==> src/rtl/ac97_pkg.sv <==
// Shared AC97 link constants: frame geometry, slot end positions and link state encoding.
package ac97_pkg;

  localparam int FRAME_BITS = 256;
  localparam int TAG_BITS   = 16;
  localparam int SLOT_BITS  = 20;

  // bit_cnt value at which each field's last bit arrives
  localparam logic [7:0] TAG_END   = 8'd15;
  localparam logic [7:0] SLOT1_END = 8'd35;
  localparam logic [7:0] SLOT2_END = 8'd55;
  localparam logic [7:0] SLOT3_END = 8'd75;
  localparam logic [7:0] SLOT4_END = 8'd95;
  localparam logic [7:0] FRAME_END = 8'd255;

  typedef enum logic [0:0] {
    HUNT    = 1'b0,
    RECEIVE = 1'b1
  } ac97_state_e;

  // Tag bits 14:3 arrive slot 1 first; reverse so that bit 0 = slot 1.
  function automatic logic [11:0] tag_to_valid(input logic [11:0] tag_14_3);
    logic [11:0] v;
    for (int i = 0; i < 12; i++) begin
      v[i] = tag_14_3[11-i];
    end
    return v;
  endfunction

endpackage

==> src/rtl/ac97_slot_shifter.sv <==
// 20-bit MSB-first serial-in shift register; word presents the value including the current bit.
module ac97_slot_shifter
  import ac97_pkg::*;
(
  input  logic                 clk,
  input  logic                 reset,
  input  logic                 shift_en,
  input  logic                 din,
  output logic [SLOT_BITS-1:0] word
);

  logic [SLOT_BITS-1:0] shift_r;

  assign word = {shift_r[SLOT_BITS-2:0], din};

  // shift state, cleared by reset
  always_ff @(posedge clk) begin
    if (reset) begin
      shift_r <= {SLOT_BITS{1'b0}};
    end else if (shift_en) begin
      shift_r <= word;
    end else begin
      shift_r <= shift_r;
    end
  end

endmodule

==> src/rtl/ac97_sdata_in_deframer.sv <==
// AC97 SDATA_IN deframer: aligns to ac97_synch, extracts tag, status and PCM slots, publishes per frame.
// Optional macro AC97_RX_ERR_COUNT_EN enables the saturating sync_err_count.
module ac97_sdata_in_deframer
  import ac97_pkg::*;
#(
  parameter int SAMPLE_WIDTH = 18
) (
  input  logic                    ac97_bit_clock,
  input  logic                    reset,
  input  logic                    ac97_synch,
  input  logic                    ac97_sdata_in,
  output logic                    locked,
  output logic                    codec_ready,
  output logic [11:0]             tag_valid,
  output logic [6:0]              status_addr,
  output logic [15:0]             status_data,
  output logic [SAMPLE_WIDTH-1:0] pcm_left,
  output logic [SAMPLE_WIDTH-1:0] pcm_right,
  output logic                    frame_strobe,
  output logic                    status_strobe,
  output logic                    sample_strobe,
  output logic                    sync_error,
  output logic [7:0]              sync_err_count
);

  ac97_state_e             state_r;
  logic [7:0]              bit_cnt_r;
  logic                    sync_prev_r;
  logic [12:0]             tag_stage_r;   // tag bits 15:3
  logic [6:0]              addr_stage_r;
  logic [15:0]             data_stage_r;
  logic [SAMPLE_WIDTH-1:0] left_stage_r;
  logic [SAMPLE_WIDTH-1:0] right_stage_r;
  logic [SLOT_BITS-1:0]    shift_word_s;
  logic [2:0]              tag_id_unused_s;
  logic                    receiving_s;
  logic                    sync_edge_s;
  logic                    fault_s;
  logic                    status_ok_s;
  logic                    sample_ok_s;

  assign receiving_s     = (state_r == RECEIVE);
  assign sync_edge_s     = ac97_synch & ~sync_prev_r;
  assign fault_s         = receiving_s & ((bit_cnt_r == FRAME_END) ? ~sync_edge_s : sync_edge_s);
  assign status_ok_s     = tag_stage_r[11] & tag_stage_r[10];
  assign sample_ok_s     = tag_stage_r[9] & tag_stage_r[8];
  assign tag_id_unused_s = shift_word_s[2:0];

  ac97_slot_shifter u_shifter (
    .clk      (ac97_bit_clock),
    .reset    (reset),
    .shift_en (receiving_s),
    .din      (ac97_sdata_in),
    .word     (shift_word_s)
  );

  // capture each field as its last bit arrives
  always_ff @(posedge ac97_bit_clock) begin
    if (reset) begin
      tag_stage_r   <= 13'd0;
      addr_stage_r  <= 7'd0;
      data_stage_r  <= 16'd0;
      left_stage_r  <= {SAMPLE_WIDTH{1'b0}};
      right_stage_r <= {SAMPLE_WIDTH{1'b0}};
    end else if (receiving_s) begin
      case (bit_cnt_r)
        TAG_END:   tag_stage_r   <= shift_word_s[15:3];
        SLOT1_END: addr_stage_r  <= shift_word_s[18:12];
        SLOT2_END: data_stage_r  <= shift_word_s[19:4];
        SLOT3_END: left_stage_r  <= shift_word_s[SLOT_BITS-1 -: SAMPLE_WIDTH];
        SLOT4_END: right_stage_r <= shift_word_s[SLOT_BITS-1 -: SAMPLE_WIDTH];
        default:   tag_stage_r   <= tag_stage_r;
      endcase
    end
  end

  // alignment FSM and registered publication of a completed frame
  always_ff @(posedge ac97_bit_clock) begin
    if (reset) begin
      state_r       <= HUNT;
      bit_cnt_r     <= 8'd0;
      sync_prev_r   <= 1'b0;
      locked        <= 1'b0;
      codec_ready   <= 1'b0;
      tag_valid     <= 12'd0;
      status_addr   <= 7'd0;
      status_data   <= 16'd0;
      pcm_left      <= {SAMPLE_WIDTH{1'b0}};
      pcm_right     <= {SAMPLE_WIDTH{1'b0}};
      frame_strobe  <= 1'b0;
      status_strobe <= 1'b0;
      sample_strobe <= 1'b0;
      sync_error    <= 1'b0;
    end else begin
      sync_prev_r   <= ac97_synch;
      frame_strobe  <= 1'b0;
      status_strobe <= 1'b0;
      sample_strobe <= 1'b0;
      sync_error    <= fault_s;
      case (state_r)
        HUNT: begin
          bit_cnt_r <= 8'd0;
          if (sync_edge_s) begin
            state_r <= RECEIVE;
            locked  <= 1'b1;
          end
        end
        RECEIVE: begin
          if (bit_cnt_r == FRAME_END) begin
            bit_cnt_r    <= 8'd0;
            codec_ready  <= tag_stage_r[12];
            tag_valid    <= tag_to_valid(tag_stage_r[11:0]);
            frame_strobe <= 1'b1;
            // status and PCM fields only move when the codec flagged them valid
            if (status_ok_s) begin
              status_addr   <= addr_stage_r;
              status_data   <= data_stage_r;
              status_strobe <= 1'b1;
            end
            if (sample_ok_s) begin
              pcm_left      <= left_stage_r;
              pcm_right     <= right_stage_r;
              sample_strobe <= 1'b1;
            end
            if (!sync_edge_s) begin
              state_r <= HUNT;
              locked  <= 1'b0;
            end
          end else if (sync_edge_s) begin
            bit_cnt_r <= 8'd0;
          end else begin
            bit_cnt_r <= bit_cnt_r + 8'd1;
          end
        end
        default: begin
          state_r   <= HUNT;
          bit_cnt_r <= 8'd0;
          locked    <= 1'b0;
        end
      endcase
    end
  end

`ifdef AC97_RX_ERR_COUNT_EN
  logic [7:0] err_count_r;

  // saturating alignment-fault counter
  always_ff @(posedge ac97_bit_clock) begin
    if (reset) begin
      err_count_r <= 8'd0;
    end else if (fault_s && (err_count_r != 8'hFF)) begin
      err_count_r <= err_count_r + 8'd1;
    end
  end

  assign sync_err_count = err_count_r;
`else
  assign sync_err_count = 8'd0;
`endif

endmodule

==> config.mk <==
export PLATFORM = sky130hd
export DESIGN_NAME = ac97_sdata_in_deframer
export DESIGN_NICKNAME = d
export VERILOG_FILES = /design/src/rtl/ac97_pkg.sv /design/src/rtl/ac97_slot_shifter.sv /design/src/rtl/ac97_sdata_in_deframer.sv
export SDC_FILE = /design/constraint.sdc
export NUM_CORES = 1
export LEC_CHECK = 0
export CAP_MARGIN = 0
export CORE_MARGIN = 2
export CORE_UTILIZATION = 50
export DETAILED_ROUTE_END_ITERATION = 12
export PLACE_DENSITY = 0.76
export SYNTH_ARGS = -nofsm -noshare
export SYNTH_HDL_FRONTEND = slang
export SYNTH_SLANG_ARGS = --single-unit
==> constraint.sdc <==
create_clock -name ac97_bit_clock -period 1.6 [get_ports ac97_bit_clock]
set_input_delay 0.32 -clock ac97_bit_clock [delete_from_list [all_inputs] [get_ports ac97_bit_clock]]
set_output_delay 0.32 -clock ac97_bit_clock [all_outputs]
set_load 0.05 [all_outputs]
==> run metrics <==
HP Class=in2reg; H-tree depth=4; Rows=43; Post-synth top cells=178 x dfxtp_1, 150 x mux2i_1, 149 x nand2b_1, 27 x clkbuf_1, 26 x nor2_1; Hold Vio Cnt, Final=0; Die ar.=15000 um^2; post-DP HPWL=9820 um; fmax=646 MHz; area grow syn2layout=24.0%; Hold Path Stages=2; root buf cell=clkbuf_16; Synth top area share=50.9%; Sink Count=178; die extent in y=122 um; drt via density=5.13; Wirelength per Cell=15.9 um; final setup skew=0.0103 ns; antenna violations before repair=0; Worst Reg-to-Reg Cells=5; Yosys warning count=0; post-route ant nets=0; CTS Buf Count=17; non-filler cells, final=931; Hold EP=u_shifter.shift_r[9]$_SDFFE_PP0P_; layout cell share with drive strength beyond 1=21.3%; cell with the most instances after synthesis=dfxtp_1; CTS tree=built; Max Cap Viol=0; count of final max-slew check failures=0; grt total ovfl=0; clock transition at the registers of the reported paths=0.07 ns; Post-Place Cells=896; Mapped Area=7000 um^2; #FFs+latches synth=178; DRC errors left=0; num ports=89; synth top area cells=dfxtp_1 51%, mux2i_1 21%, nand2b_1 13%; Clk Latency, worst-skew pair=0.43 ns; Final GP Congestion=0.757; Leakage Power=3.83 nW; Period Utilization, post-route=96.8%; Yosys cell types=38; PnR Total Power=8.89 mW; antenna cell count=0; vias in the first global route=4638; Post-Route WL=14800 um; drt pass-1 iters=5; PortBufs=80; DP Worst Slack=-0.0511 ns; reg2reg start=bit_cnt_r[0]$_SDFF_PP0_; area leader, netlist=dfxtp_1; critical path class=reg2reg; Crit. End Element=flop; core area=13800 um^2; Max rail drop VDD=718 uV; RSZ-0062 raised after global routing=no; gr usage total=20.6%; worst setup margin=0.0510 ns; cells after synthesis=656; post-synthesis sequential area ratio=50.9%; layout net count=744; Top FF cell, synth=dfxtp_1; CTS max path bufs=2; Pwr Density=1020 nW/um^2; First DRT Iteration DRCs=277; status=complete, no violations; final setup vio count=0; crit-path max FO=13; RR Endpoint=tag_stage_r[2]$_SDFFE_PP0P_; Filler cells=1116; TNS Setup=0 ns; Critical Path Start Type=flop; first-pass GRT wire length=23600 um; CP arrival=1.85 ns; detailed-route via count=4779; Synth Area per Inst=10.7 um^2; effective utilization at floorplan=50.8%; HP Start=reset; worst endpoint required time=1.90 ns; R2R Setup Slk=0.05 ns; pin count of the biggest net entering global routing=45; EDFF count, synth=0; async set-or-reset flop fraction in the synthesized netlist=0%; die width=122 um; minimum clock period=1.55 ns
placed cells by master, fill, tap and decap left out, types with 3 or more instances in the layout:
cell type   count
mux2i_1       150
clkinvlp_4      4
nand2_1         8
buf_4          89
dfxtp_1       170
dfxtp_2         8
conb_1          8
or3_1           4
buf_12         18
nand3_1        18
nand2b_1      149
nor2b_1         4
nor2_1         26
clkbuf_16      18
clkbuf_8        3
o21ai_0        15
a21oi_1        15
per-stage QoR:
stage / instance area (um^2) / util (%) / hold WS (ns)
floorplan: 7080 / - / 0.430
global placement: 8020 / 58.2 / 0.433
detailed placement: 8020 / 58.2 / 0.438
CTS: 8640 / 62.7 / 0.281
global route: 8690 / 63.1 / 0.305
finish: 8690 / 63.1 / 0.296
how the worst max path moves through the flow:
stage,from,endpoint,cells past startpoint
4_1_cts,bit_cnt_r[0]$_SDFF_PP0_,status_data[12]$_SDFFE_PP0P_,6
2_1_floorplan,bit_cnt_r[1]$_SDFF_PP0_,tag_stage_r[10]$_SDFFE_PP0P_,7
3_3_place_gp,bit_cnt_r[0]$_SDFF_PP0_,status_data[14]$_SDFFE_PP0P_,6
6_report,bit_cnt_r[0]$_SDFF_PP0_,tag_stage_r[2]$_SDFFE_PP0P_,5
3_5_place_dp,bit_cnt_r[0]$_SDFF_PP0_,status_data[4]$_SDFFE_PP0P_,6
5_1_grt,bit_cnt_r[0]$_SDFF_PP0_,tag_stage_r[9]$_SDFFE_PP0P_,5
where the power goes:
part	internal [mW]	switching, mW
Combinational	0.121	0.146
Clock	2.44	1.73
Sequential	4.44	0.0103
worst max-delay path, cell delays in order, from the launching register on:
cell and delay (ns):
dfxtp_2 0.36, ha_4 0.19, nand3_4 0.07, or4b_1 0.48
buf_6 0.19, mux2i_1 0.14
state kept, by name, summed over array words and instances, names as in the netlist:
| register | flops |
|---|---|
| status_data | 16 |
| sync_error | 1 |
| left_stage_r | 18 |
| status_addr | 7 |
| tag_valid | 12 |
| receiving_s | 1 |
| bit_cnt_r | 8 |
| pcm_right | 18 |
| locked | 1 |
| u_shifter.shift_r | 19 |
| status_strobe | 1 |
| sample_strobe | 1 |
| frame_strobe | 1 |
| data_stage_r | 16 |
| addr_stage_r | 7 |
| pcm_left | 18 |
| sync_prev_r | 1 |
| tag_stage_r | 13 |
| right_stage_r | 18 |
| codec_ready | 1 |
metal layers:
layer  vias up  routed length (um)  track usage (%)
met5         -                   0                0
met4         0                 227             7.40
met3        19                 568             4.97
met2       109                7160             33.4
met1      2284                6820             26.7
li1       2367                   -                -
timing repair:
item                       in CTS  in global routing
gates cloned                    0                  1
hold buffers                    0                  0
pin swaps                       0                  1
setup endpoints to repair      65                 44
setup buffers                   0                  2
resized for setup               6                  5
cell type report:
class                      count  area, um^2  share of cell area [%]
sequential                   178        3570                    41.1
tap                          180         225                    2.59
inverter                       2        7.51                  0.0864
timing repair buffer         112        1100                    12.6
multi-input combinational    427        3190                    36.7
clock buffer                  22         474                    5.46
clock inverter                10         124                    1.43
kinds of logic (layout without fill, tap and decap cells):
family / Yosys count / in the layout / share of synthesized area, %
multiplexers: 151 / 151 / 21.6
buffers and inverters: 58 / 146 / 4.57
flip-flops: 178 / 178 / 50.9
other: 1 / 8 / 0.0535
adder cells (fa/ha/maj): 2 / 2 / 0.357
XOR/XNOR: 2 / 2 / 0.250
AO/OA/AOI/OAI: 35 / 35 / 2.66
AND/OR/NAND/NOR: 229 / 229 / 19.6
Power figures use the tool's default switching activity.
==> patch 1 (same settings) <==
Put one more register stage on the output `status_strobe`, with the module's reset. The value now appears one clock later. The other outputs are not delayed to match.
--- a/src/rtl/ac97_sdata_in_deframer.sv
+++ b/src/rtl/ac97_sdata_in_deframer.sv
@@ -22,6 +22,8 @@
   output logic                    sync_error,
   output logic [7:0]              sync_err_count
 );
+
+  logic status_strobe_s0;
 
   ac97_state_e             state_r;
   logic [7:0]              bit_cnt_r;
@@ -88,13 +90,13 @@
       pcm_left      <= {SAMPLE_WIDTH{1'b0}};
       pcm_right     <= {SAMPLE_WIDTH{1'b0}};
       frame_strobe  <= 1'b0;
-      status_strobe <= 1'b0;
+      status_strobe_s0 <= 1'b0;
       sample_strobe <= 1'b0;
       sync_error    <= 1'b0;
     end else begin
       sync_prev_r   <= ac97_synch;
       frame_strobe  <= 1'b0;
-      status_strobe <= 1'b0;
+      status_strobe_s0 <= 1'b0;
       sample_strobe <= 1'b0;
       sync_error    <= fault_s;
       case (state_r)
@@ -115,7 +117,7 @@
             if (status_ok_s) begin
               status_addr   <= addr_stage_r;
               status_data   <= data_stage_r;
-              status_strobe <= 1'b1;
+              status_strobe_s0 <= 1'b1;
             end
             if (sample_ok_s) begin
               pcm_left      <= left_stage_r;
@@ -158,5 +160,13 @@
   assign sync_err_count = 8'd0;
 `endif
 
+  always_ff @(posedge ac97_bit_clock) begin
+    if (reset) begin
+      status_strobe <= '0;
+    end else begin
+      status_strobe <= status_strobe_s0;
+    end
+  end
+
 endmodule
 
Behaviour: same outputs for any inputs over 10 cycles, from zero or initial values and one cycle with reset high; that may be too few to reach the edited logic, so the function may still have changed.
==> patch 1 against the unedited design <==
Power grew 1.0%. Wire length grew 0.46%. Fmax shrank 1.0%. Area after synthesis grew 0.29%. Worst setup slack lost 0.016 ns. Cell count grew 0.97%. Clock power grew 2%. Critical path depth grew 1. Global-route usage shrank 0.63 points. Core utilization grew 1.7 points. Design area grew 2.8%. Sequential cell count grew 1.
==> patch 1: results <==
export IMPL_cp_top_family="simple AND/OR/NAND/NOR gates"
export IMPL_slowest_delay_ns=0.36
export IMPL_clock_latency_ns=0.43
export IMPL_antenna_found_initial=0
export IMPL_grt_start_max_net_pins=44
export IMPL_synth_seq_area_share_pct=51.0
export IMPL_via_count=4759
export IMPL_netlist_top_cells_area="dfxtp_1 (51%), mux2i_1 (21%), nand2b_1 (13%)"
export IMPL_whs_ns=0.303
export IMPL_place_congestion=0.814
export IMPL_routed_wl_um=14800
export IMPL_setup_slack_ns=0.0351
export IMPL_crit_path_end_kind="register"
export IMPL_synth_distinct_cells=38
export IMPL_final_nets=754
export IMPL_synthCells=658
export IMPL_fillers=1069
export IMPL_grt_pass1_wl_um=23100
export IMPL_numCtsBuffers=17
export IMPL_layout_drive_gt1_share_pct=22.4
export IMPL_gr_usage_met1_pct=24.1
export IMPL_first_iter_violations=274
export IMPL_cp_slowest_cell="dfxtp_4"
export IMPL_dr_wl_met3_um=572
export IMPL_status="finished, final reports clean"
export IMPL_placed_area_um2=8130
export IMPL_hold_class="input port to register"
export IMPL_ys_async_sr_fraction_pct=0
export IMPL_dr_pass1_iters=4
export IMPL_largest_reg_flops=19
export IMPL_crit_fanout=9
export IMPL_crit_arrival_ns=1.91
export IMPL_top_register="u_shifter.shift_r"
export IMPL_n_antenna_cell=0
export IMPL_r2r_worst_path_cells=6
export IMPL_grt_pass1_vias=4748
export IMPL_track_usage_pct=19.9
export IMPL_hpwl_um=9830
export IMPL_timing_rr_start="bit_cnt_r[0]"
export IMPL_cts_setup_buffers=0
export IMPL_wl_met1_um=6620
export IMPL_pre_cts_ws_ns=-0.109
export IMPL_min_path_cells=2
export IMPL_cts_resized=5
export IMPL_cts_root_buffer="clkbuf_16"
export IMPL_netlist_top_cells_count="dfxtp_1 (179), mux2i_1 (150), nand2b_1 (149)"
export IMPL_wire_per_inst_um=15.8
export IMPL_portBuffers=80
export IMPL_use_met2_pct=33.6
export IMPL_placedCellCount=904
export IMPL_worstHoldEndpoint="u_shifter.shift_r[13]"
export IMPL_dr_wl_met2_um=7360
export IMPL_vdd_drop_max_v=0.000672
export IMPL_power_leakage_nw=3.92
export IMPL_r2r_end="left_stage_r[8]"
export IMPL_cp_startpoint="bit_cnt_r[0]"
export IMPL_grt_use_met3_pct=5.48
export IMPL_fin_worst_skew_ns=0.00765
export IMPL_yosysWarnings=0
patch 1: layout make-up:
| class | count | area [um^2] | area share, % |
|---|---|---|---|
| clock buffer | 19 | 453 | 5.07 |
| clock inverter | 12 | 156 | 1.75 |
| inverter | 2 | 7.51 | 0.0841 |
| multi-input combinational | 428 | 3220 | 36.0 |
| sequential | 179 | 3600 | 40.3 |
| tap | 180 | 225 | 2.52 |
| timing repair buffer | 120 | 1270 | 14.2 |
patch 1: report_power, final:
part           leakage, nW  internal [mW]  switching [mW]
Clock                0.287           2.53            1.72
Sequential            1.45           4.46         0.00889
Combinational         2.19          0.120           0.147
Total                 3.92           7.11            1.87
patch 1: cell families (layout without fill, tap and decap cells):
logic type,count (synthesis),count (layout),synth area share (%)
adder cells (fa/ha/maj),2,2,0.356
AND/OR/NAND/NOR,230,230,19.5
AO/OA/AOI/OAI,35,35,2.65
XOR/XNOR,2,2,0.249
multiplexers,151,151,21.5
other,1,8,0.0534
flip-flops,179,179,51.0
buffers and inverters,58,153,4.60
==> patch 2 (same flow settings) <==
Without the edit above. Build with the macro `AC97_RX_ERR_COUNT_EN` defined.
--- a/src/rtl/ac97_sdata_in_deframer.sv
+++ b/src/rtl/ac97_sdata_in_deframer.sv
@@ -1,5 +1,7 @@
 // AC97 SDATA_IN deframer: aligns to ac97_synch, extracts tag, status and PCM slots, publishes per frame.
 // Optional macro AC97_RX_ERR_COUNT_EN enables the saturating sync_err_count.
+`define AC97_RX_ERR_COUNT_EN
+
 module ac97_sdata_in_deframer
   import ac97_pkg::*;
 #(
Behaviour: not the same (a bounded check fails within 4 cycles, from zero or initial values and one cycle with reset high).
==> patch 2 against the unedited design <==
The run now ends with negative setup slack left. Core utilization rose by 4.6 points. Design area rose by 14%. First-iteration DRC count rose by 95%. Cell count rose by 15%. Clock power rose by 25%. Non-clock buffer count rose by 28. Via count rose by 25%. Power rose by 15%. Area after synthesis rose by 8.1%. Sequential cell count rose by 8. Wire length rose by 24%. Count of clock-buffer cells in the layout fell by 2. Worst setup slack got worse by 0.44 ns. Sequential share of layout area fell by 3.5 points. Largest power group is now the clock network.
==> patch 2: results <==
export IMPL_dr_wl_met3_um=943
export IMPL_portBuffers=88
export IMPL_grt_use_met3_pct=5.36
export IMPL_via_count=5951
export IMPL_track_usage_pct=22.7
export IMPL_final_nets=876
export IMPL_hpwl_um=11600
export IMPL_synthCells=773
export IMPL_routed_via_density=5.58
export IMPL_first_iter_violations=541
export IMPL_vdd_drop_max_v=0.000849
export IMPL_cp_slowest_cell="dfxtp_2"
export IMPL_netlist_top_cells_count="dfxtp_1 (186), nand2b_1 (153), mux2i_1 (115)"
export IMPL_crit_fanout=3
export IMPL_use_met2_pct=39.0
export IMPL_finalSetupViolCount=90
export IMPL_grt_pass1_vias=5873
export IMPL_grt_pass1_wl_um=29100
export IMPL_placed_area_um2=8950
export IMPL_fillers=1093
export IMPL_netlist_top_cells_area="dfxtp_1 (49%), mux2i_1 (15%), nand2b_1 (13%)"
export IMPL_slowest_delay_ns=0.35
export IMPL_violations="negative setup slack"
export IMPL_setup_tns_ns=-7.58
export IMPL_routed_wl_um=18400
export IMPL_power_leakage_nw=3.47
export IMPL_fin_worst_skew_ns=0.0108
export IMPL_placedCellCount=1021
export IMPL_status="finished, violations left"
export IMPL_setup_slack_ns=-0.389
export IMPL_place_congestion=0.807
export IMPL_crit_arrival_ns=2.31
export IMPL_layout_drive_gt1_share_pct=22.7
export IMPL_synth_distinct_cells=48
patch 2: cell count changes after synthesis, sizes merged, moves of 5 or more:
cell and delta:
buf -5, nand3 +34, nor3 +7, o21ai +36
mux2i -35, clkbuf +12, a21oi +40, dfxtp +8
patch 2: path summary, 6_finish.rpt:
check,cells after the start,to,from,slack [ns]
min reg2reg,2,tag_valid[11],tag_stage_r[0],0.47
max,8,sync_err_count[0],bit_cnt_r[0],-0.39
max reg2reg,8,sync_err_count[0],bit_cnt_r[0],-0.39
min,2,u_shifter.shift_r[17],reset,0.24
patch 2: through the flow:
step	power [mW]	util (%)	worst slack, ns
6_report	10.2	67.6	-0.389
5_1_grt	10.5	67.6	-0.470
4_1_cts	10.2	67.4	-0.347
3_5_place_dp	5.04	61.1	-0.449
3_3_place_gp	5.04	61.1	-0.414
2_1_floorplan	4.96	-	-0.561
patch 2: area by class of cell:
class                      count  area share [%]
clock inverter                12            2.93
timing repair buffer         140            15.2
clock buffer                  20            4.61
multi-input combinational    520            37.1
sequential                   186            37.6
tap                          184            2.32
inverter                       4           0.177
patch 2: kinds of logic after synthesis:
kind of cell | Yosys count | synth area share (%)
AND/OR/NAND/NOR | 280 | 22.4
flip-flops | 186 | 49.2
AO/OA/AOI/OAI | 117 | 8.13
multiplexers | 117 | 15.5
buffers and inverters | 67 | 4.01
XOR/XNOR | 3 | 0.347
adder cells (fa/ha/maj) | 3 | 0.496
patch 2: report_power, final:
part	internal, mW	switching [mW]
combinational	0.155	0.154
clock	3.48	1.75
sequential	4.64	0.00790
total	8.28	1.92
patch 2: what timing repair did:
item,in CTS,in global routing
pin swaps,5,10
endpoints found under the setup margin,96,104
buffers inserted,8,4
gates cloned,2,1
resized for setup,14,9
